`src/rtl/sprite_pkg.sv`:
```
// Shared definitions for the sprite controller: command encodings, FSM
// states, the reset value of the scale register and a sign-extension helper.
package sprite_pkg;

    typedef enum logic [1:0] {
        CMD_PIXEL = 2'd0,
        CMD_POS   = 2'd1,
        CMD_SCALE = 2'd2,
        CMD_CLEAR = 2'd3
    } cmd_e;

    typedef enum logic [1:0] {
        S_IDLE  = 2'd0,
        S_ISSUE = 2'd1,
        S_CLEAR = 2'd2
    } state_e;

    // Unity scale for the sprite.
    localparam logic [31:0] SCALE_RESET = 32'd8;

    function automatic logic signed [31:0] sext16(input logic [15:0] v);
        return {{16{v[15]}}, v};
    endfunction

endpackage

```
`src/rtl/sprite_ctrl_rr_arbiter.sv`:
```
// Combinational round-robin arbiter.
// Ports:
//   req   - request vector, one bit per requester
//   ptr   - requester with highest priority this cycle
//   grant - one-hot winner (all zero when no request)
//   idx   - encoded winner index
//   valid - at least one request present
// The winner is the first set bit at or above ptr, wrapping past the top.
module rr_arbiter #(
    parameter int NUM_REQ = 4
) (
    input  logic [NUM_REQ-1:0]         req,
    input  logic [$clog2(NUM_REQ)-1:0] ptr,
    output logic [NUM_REQ-1:0]         grant,
    output logic [$clog2(NUM_REQ)-1:0] idx,
    output logic                       valid
);
    localparam int IDX_W = $clog2(NUM_REQ);

    always_comb begin
        logic [IDX_W-1:0] cand;
        // NOTE: every combinational output gets a default before any branch,
        // so no path leaves a variable unassigned and no latch is inferred.
        grant = '0;
        idx   = '0;
        valid = 1'b0;
        cand  = '0;
        for (int k = 0; k < NUM_REQ; k++) begin
            cand = IDX_W'((int'(ptr) + k) % NUM_REQ);
            if (!valid && req[cand]) begin
                valid       = 1'b1;
                grant[cand] = 1'b1;
                idx         = cand;
            end
        end
    end

endmodule

```
`src/rtl/sprite_ctrl.sv`:
```
// Sprite controller: shares one sprite among NUM_REQ requesters.
// Ports:
//   clk, reset      - clock, synchronous active-low reset
//   req_valid/cmd/addr/data - per-requester command, held until req_ack
//   req_ack         - one-cycle completion pulse to the granted requester
//   frame_start     - vblank pulse; commits pending position/scale
//   bitmap_address/din/we - sprite bitmap write port
//   x, y, scale     - committed sprite position and scale
//   busy            - a command is in progress
// Position and scale land in shadow registers and only reach x/y/scale on
// frame_start, so a sprite never moves in the middle of a frame.
module sprite_ctrl
    import sprite_pkg::*;
#(
    parameter int NUM_REQ   = 4,
    parameter int BPP       = 8,
    parameter int ADDR_BITS = 13
) (
    input  logic                  clk,
    input  logic                  reset,
    input  logic [NUM_REQ-1:0]    req_valid,
    input  logic [NUM_REQ*2-1:0]  req_cmd,
    input  logic [NUM_REQ*32-1:0] req_addr,
    input  logic [NUM_REQ*32-1:0] req_data,
    output logic [NUM_REQ-1:0]    req_ack,
    input  logic                  frame_start,
    output logic [31:0]           bitmap_address,
    output logic [BPP-1:0]        bitmap_din,
    output logic                  bitmap_we,
    output logic signed [31:0]    x,
    output logic signed [31:0]    y,
    output logic [31:0]           scale,
    output logic                  busy
);
    localparam int IDX_W = $clog2(NUM_REQ);

    state_e               state, next_state;
    logic [IDX_W-1:0]     rr_ptr, win_idx;
    logic [NUM_REQ-1:0]   win_onehot, grant_q;
    logic                 win_valid;
    cmd_e                 win_cmd, cmd_q;
    logic [31:0]          win_addr, win_data, data_q;
    logic [ADDR_BITS-1:0] addr_q;
    logic [BPP-1:0]       din_q;
    logic signed [31:0]   x_sh, y_sh;
    logic [31:0]          scale_sh;
    logic                 commit_pending;
    logic                 clear_last;
    logic                 unused_addr_hi;

    rr_arbiter #(.NUM_REQ(NUM_REQ)) u_arb (
        .req   (req_valid),
        .ptr   (rr_ptr),
        .grant (win_onehot),
        .idx   (win_idx),
        .valid (win_valid)
    );

    assign win_cmd        = cmd_e'(req_cmd[2*win_idx +: 2]);
    assign win_addr       = req_addr[32*win_idx +: 32];
    assign win_data       = req_data[32*win_idx +: 32];
    assign unused_addr_hi = ^win_addr[31:ADDR_BITS];

    // During CLEAR the address register doubles as the sweep counter.
    assign clear_last = (state == S_CLEAR) && (addr_q == '1);

    always_ff @(posedge clk) begin
        // NOTE: sequential state uses non-blocking assignments so every
        // register samples pre-edge values, independent of statement order.
        if (!reset) state <= S_IDLE;
        else        state <= next_state;
    end

    always_comb begin
        next_state = state;
        case (state)
            S_IDLE:  if (win_valid)
                         next_state = (win_cmd == CMD_CLEAR) ? S_CLEAR : S_ISSUE;
            S_ISSUE: next_state = S_IDLE;
            S_CLEAR: if (clear_last) next_state = S_IDLE;
            default: next_state = S_IDLE;
        endcase

        bitmap_we = ((state == S_ISSUE) && (cmd_q == CMD_PIXEL)) || (state == S_CLEAR);
        req_ack   = ((state == S_ISSUE) || clear_last) ? grant_q : '0;
        busy      = (state != S_IDLE);
    end

    // Address/data registers only change at a grant or during the sweep, so
    // they naturally hold their last written value while bitmap_we is low.
    assign bitmap_address = 32'(addr_q);
    assign bitmap_din     = din_q;

    always_ff @(posedge clk) begin
        if (!reset) begin
            rr_ptr         <= '0;
            grant_q        <= '0;
            cmd_q          <= CMD_PIXEL;
            data_q         <= '0;
            addr_q         <= '0;
            din_q          <= '0;
            x_sh           <= '0;
            y_sh           <= '0;
            scale_sh       <= SCALE_RESET;
            x              <= '0;
            y              <= '0;
            scale          <= SCALE_RESET;
            commit_pending <= 1'b0;
        end else begin
            if (state == S_IDLE && win_valid) begin
                grant_q <= win_onehot;
                cmd_q   <= win_cmd;
                data_q  <= win_data;
                rr_ptr  <= (win_idx == IDX_W'(NUM_REQ - 1)) ? '0 : win_idx + 1'b1;
                if (win_cmd == CMD_PIXEL) begin
                    addr_q <= win_addr[ADDR_BITS-1:0];
                    din_q  <= win_data[BPP-1:0];
                end else if (win_cmd == CMD_CLEAR) begin
                    addr_q <= '0;
                    din_q  <= win_data[BPP-1:0];
                end
            end

            if (state == S_CLEAR && !clear_last)
                addr_q <= addr_q + 1'b1;

            // Commit reads the pre-edge shadow; a POS/SCALE issuing in the same
            // cycle re-arms commit_pending so its value lands next frame.
            if (frame_start && commit_pending) begin
                x              <= x_sh;
                y              <= y_sh;
                scale          <= scale_sh;
                commit_pending <= 1'b0;
            end

            if (state == S_ISSUE) begin
                if (cmd_q == CMD_POS) begin
                    x_sh           <= sext16(data_q[15:0]);
                    y_sh           <= sext16(data_q[31:16]);
                    commit_pending <= 1'b1;
                end else if (cmd_q == CMD_SCALE) begin
                    scale_sh       <= {28'd0, data_q[3:0]};
                    commit_pending <= 1'b1;
                end
            end
        end
    end

endmodule

```
`config.mk`:
```
export PLATFORM = sky130hd
export DESIGN_NAME = sprite_ctrl
export DESIGN_NICKNAME = d
export VERILOG_FILES = /design/src/rtl/sprite_pkg.sv /design/src/rtl/sprite_ctrl_rr_arbiter.sv /design/src/rtl/sprite_ctrl.sv
export SDC_FILE = /design/constraint.sdc
export NUM_CORES = 1
export LEC_CHECK = 0
export CAP_MARGIN = 10
export CORE_AREA = 10 10 159 161
export CTS_BUF_LIST = sky130_fd_sc_hd__clkbuf_16
export DETAILED_ROUTE_END_ITERATION = 10
export DIE_AREA = 0 0 169 171
export GPL_TIMING_DRIVEN = 0
export PLACE_DENSITY = 0.87
export SETUP_SLACK_MARGIN = 0.05
export SYNTH_ARGS = -nofsm -noshare
export SYNTH_HDL_FRONTEND = slang
export SYNTH_SLANG_ARGS = --single-unit
```
`constraint.sdc`:
```
create_clock -name clk -period 4.7 [get_ports clk]
set_input_delay 0.47 -clock clk [delete_from_list [all_inputs] [get_ports clk]]
set_output_delay 0.47 -clock clk [all_outputs]
set_load 0.02 [all_outputs]
```
# Word-level counts from Yosys, hierarchy flattened
# Index checks and enable logic that the tools add are counted.
# op_classes
n_mux	44
eq_ne	9
magnitude_cmp	8
bitwise	4
addsub	5
n_reduce_logical	30
n_shift	3
# ops
cell	count
$shiftx A128 B8 Y13	1
$shiftx A128 B8 Y32	1
$mux W13	4
$mux W4	5
$mux W1	16
$mux W2	8
$mux W8	2
$add A13 B1 Y13 const B	1
$eq A13 B13 Y1 const B	1
$logic_and A1 B1 Y1	12
$lt A2 B3 Y1 const B	4
$or A4 B4 Y4	3
$bmux W1 S2	4
$demux W1 S2	4
$eq A2 B2 Y1 const B	4
$ge A2 B1 Y1 const B	4
$reduce_and A2 Y1	4
$shiftx A8 B4 Y2	1
$logic_not A2 Y1	3
$reduce_bool A2 Y1	3
$add A2 B1 Y2 const B	2
$add A2 B2 Y2 const B	2
$eq A2 B1 Y1 const B	2
$logic_not A1 Y1	4
other kinds (6)	8
# word_totals
out_inout_bits	142
reg_bits	136
inputBits	271

# Logic depth before layout (Yosys ltp)
# depth
ltp_word	18
ltp_mapped	19

# Hierarchy
# Synthesis repeated with hierarchy kept, for this count alone.
# unflattened
cells_unflattened	832
hier_area_um2	7646.1
# modules_own_cells
mod	seq_area_each_um2	n_inst	cells_each	area_per_inst_um2
sprite_ctrl	2722.6	1	787	7224.4
rr_arbiter	0.0	1	45	421.7

# Worst setup path after synthesis
# No wires, ideal clock.
# synth_timing
path_kind	reg2reg
from	register rr_ptr[0]
to	register addr_q[10]
path_stages_with_launch	19
arrival_ns	4.662
slack_ns	-0.054
synth_period_minus_slack_ns	4.754
path_cell_list	dfxtp_1 -> buf_2 -> inv_1 -> clkbuf_1 -> ha_1 -> clkbuf_2 -> mux4_2 -> buf_2 -> inv_1 -> a21oi_4 -> o21ai_4 -> mux4_2 -> inv_1 -> ha_1 -> nor3_1 -> clkbuf_1 -> clkbuf_1 -> nor2_1 -> nor4_1
# synth_between
elab_chain_len	17
# synth_rtl
element	line_no	source
start: declaration	sprite_ctrl.sv:38	logic [IDX_W-1:0] rr_ptr, win_idx;
start signal: assignment	sprite_ctrl.sv:114	rr_ptr <= (win_idx == IDX_W'(NUM_REQ - 1)) ? '0 : win_idx + 1'b1;
branches (longest 11 deep; another with $add A2 B1 Y2)	n/a	
$mux W2 (*)	sprite_ctrl_rr_arbiter.sv:30	if (!valid && req[cand]) begin
$shiftx A8 B4 Y2 (*)	sprite_ctrl.sv:59	assign win_cmd = cmd_e'(req_cmd[2*win_idx +: 2]);
via win_cmd[0]	sprite_ctrl.sv:41	cmd_e win_cmd, cmd_q;
$logic_not A2 Y1	sprite_ctrl.sv:115	if (win_cmd == CMD_PIXEL) begin
$mux W13	sprite_ctrl.sv:115	
$mux W13	sprite_ctrl.sv:110	if (state == S_IDLE && win_valid) begin
$mux W13	sprite_ctrl.sv:124	if (state == S_CLEAR && !clear_last)
end signal: assignment	sprite_ctrl.sv:116	addr_q <= win_addr[ADDR_BITS-1:0];
end signal: assignment	sprite_ctrl.sv:125	addr_q <= addr_q + 1'b1;
end: declaration	sprite_ctrl.sv:43	logic [ADDR_BITS-1:0] addr_q;
# Mark *: on every way through the listed nets, which the timed path passes. The select of a mux whose other input is x is not followed.
# A chain may end at the register's enable or synchronous reset.

# Final worst setup path
# layout_timing
from	register rr_ptr[0]
to	register addr_q[0]
# Same word-level chain as after synthesis.

==> results.ini <==
[routing]
ant_nets = 0
routed_wl_um = 32600
drt_iter0_markers = 478
avgViaCountPerCell = 5.29
dr_total_vias = 8607
dr.pass1.iters = 5
drcViolationCount = 0
wire_per_inst_um = 20.0

[power_and_ir_drop]
seqPwrFrac_pct = 23.8
comb_power_share_pct = 55.0
p_per_area_mw_per_mm2 = 525
switchingPower_w = 0.00274
clkPwrFrac_pct = 21.2
switching_share_pct = 42.7
vdd_drop_max_mv = 0.324
p_int_w = 0.00368
p_leak_nw = 4.51

[clocking]
worstSkewPairLatency_ns = 0.43
cts_tree = done
clock_path_buffers = 2
cts_sinks = 136
cts_hold_buf = 0
cts_buffers = 17
htree_levels = 4
clk_pin_slew_ns = 0.06
cts_root_buffer = clkbuf_16

[timing]
setup_viol_count_final = 0
hold_viol = 0
skew_ns = 0.0109
worst_slew_pin_slew_ns = 1.03
timing.final.crit_share_pct = 95.6
report.final.slew_viol_count = 0
rsz0062_at_grt = yes
max_slew_margin_pct = 31.2
timing.fmax_mhz = 222
layout_setup_ws_ns = 0.206
fin_crit_ns = 4.49

[synthesis]
syn_inst = 973
yosys_warnings = 0
synth_edf_count = 0
syn-mean-instance-area_um2 = 8.28
synthFlopType = dfxtp_1
synth_cell_types = 59
async_flop_share_pct = 0
synth_area_mm2 = 0.00806
yosysSeqAreaShare_pct = 33.8
synth_seq_cells = 136

[global_route]
grtUsageMet2_pct = 38.0
grt_busiest_layer = met2
first_global_vias = 8438
grtUsageMet1_pct = 23.8
antenna_found_initial = 1
grt_overflow_total = 0
use_met3_pct = 6.08
grt_start_max_net_pins = 19
grt_pass1_wl_um = 48400
grt_use_total_pct = 21.3

[flow_run]
max-cap-violations = 0

[critical_path]
slowest_delay_ns = 0.60
r2r_cells = 18
required_ns = 5.03
crit_slowest_cell = mux4_2
path_cells = buf_12 > clkinvlp_4 > clkbuf_8 > ha_1 > clkbuf_4 > mux4_2 > clkbuf_4 > inv_2 > a21oi_4 > o21ai_4 > mux4_2 > inv_1 > ha_1 > or3_4 > clkbuf_8 > nor2_2 > nand2_1 > o221ai_1
startpoint_type = flop
crit_path_max_fanout = 13
worstSetupPathType = reg -> reg
end_kind = flop
cp.arrival_ns = 4.83

[die]
die_area_mm2 = 0.0289
die_w_um = 169
start_util_pct = 36.3
rows = 55
core_mm2 = 0.0222
fp.dieH_um = 171
io_pins = 413

[finish]
mostFrequentLayoutCells = clkdlybuf4s50_1 (285), nand2_1 (183), dfxtp_1 (135), a21oi_1 (110), buf_4 (85)
finalNonFillerCells = 1627
nets = 1610
multi_input_area_mm2 = 0.00463
mostFrequentLayoutCell = clkdlybuf4s50_1
areaGrowthSynthToFinish_pct = 51.7
fin_util_pct = 55.0
regArea_mm2 = 0.00273
fillCellCount = 1978
drive_gt1_share_pct = 13.7

[min_path]
min_path_type = reg -> reg
whs_path_depth = 2

[status]
status = finished, final reports clean

[place]
dp_hpwl_um = 26300
gp_congestion = 0.923
pre_cts_slack_ns = -1.36
io_buffers = 285
dp.cells = 1589

## power groups by stage
stage	Combinational (W)	Clock, W	Sequential [W]
finish	0.00353	0.00136	0.00153
detailed placement	0.00330	0	0.00154
floorplan	0.00218	0	0.00155
global placement	0.00326	0	0.00153
global route	0.00380	0.00142	0.00155
CTS	0.00347	0.00137	0.00152
## cell type report
type / instances / area share, %
clock buffers: 17 / 3.48
clock inverters: 14 / 1.40
plain buffers: 157 / 7.94
well taps: 285 / 2.92
inverters: 13 / 0.430
repair buffers: 290 / 23.6
multi-input cells: 713 / 37.9
diodes: 2 / 0.0409
flip-flops and latches: 136 / 22.3
## registers in the layout (all words and copies together) (netlist names), 4 cells and up
| signal | cells |
|---|---|
| bitmap_din | 8 |
| y | 16 |
| data_q | 32 |
| grant_q | 4 |
| x_sh | 16 |
| scale | 4 |
| x | 16 |
| y_sh | 16 |
| scale_sh | 4 |
| addr_q | 13 |
## cell families (layout without fill, tap and decap cells)
group	count (synthesis)	in the layout	synth area share [%]
and+or+nand+nor	304	304	16.5
AOI/OAI and AO/OA	282	282	23.1
buffers and inverters	170	491	12.1
DFF	136	136	33.8
muxes	57	57	11.6
xor gates and xnor gates	12	12	1.30
adders and majority gates	11	11	1.71
other	1	49	0.0465
## cells in the mapped netlist, drive strengths merged (2+ instances only)
master	count	area, um2
o211ai	21	158
nand2	184	691
o31a	5	43.8
a211oi	6	45.0
and2	3	18.8
nand4	5	31.3
a21boi	2	15.0
and3	4	25.0
a21o	6	45.0
nor2b	6	37.5
or4	2	15.0
clkbuf	63	238
dfxtp	136	2720
o21ai	32	171
mux4	29	653
o2bb2ai	32	280
buf	94	686
nor2	33	124
xnor2	9	78.8
a31oi	4	25.0
a221oi	14	123
ha	11	138
o22ai	11	68.8
nor3	10	50.1
nand3	32	165
a22oi	4	30.0
nor4	6	43.8
o221ai	13	114
inv	13	48.8
nand2b	6	37.5
mux2i	27	270
o21a	11	82.6
a21oi	112	572
xor2	3	26.3
or3	9	56.3
## per-layer routing
layer	up-vias	wire, um
met5	-	0
met2	403	16700
met1	4057	12400
met4	0	809
li1	4094	-
met3	53	2680
## through the flow
step                      instance area [um2]  power, W  TNS, ns  hold slack [ns]
after global placement                  11400   0.00479   -22.60            0.436
after detailed placement                11400   0.00484   -24.72            0.445
after floorplan                          8240   0.00373        0            0.428
after global routing                    12200   0.00677        0            0.469
final                                   12200   0.00642        0            0.452
after CTS                               12200   0.00637        0            0.455
## worst max-delay path, delay by kind of cell, from the launching register on
| kind | cells | cell delay [ns] |
|---|---|---|
| AOI/OAI and AO/OA | 3 | 0.56 |
| buffers and inverters | 8 | 1.22 |
| and+or+nand+nor | 3 | 0.75 |
| muxes | 2 | 0.90 |
| DFF | 1 | 0.42 |
| adders and majority gates | 2 | 0.52 |
## what timing repair did
action,CTS,global route
setup endpoints to repair,22,20
resized for setup,31,6
buffers inserted,3,2
pin swaps,3,3
## path summary, 6_finish.rpt
check / start / endpoint / slack, ns
worst max register to register: rr_ptr[0] / addr_q[0] / 0.21
worst min register to register: data_q[21] / y_sh[5] / 0.45
worst max-delay path: rr_ptr[0] / addr_q[0] / 0.21
worst min-delay path: data_q[21] / y_sh[5] / 0.45
Note: power is estimated with default switching activity, not from simulation.
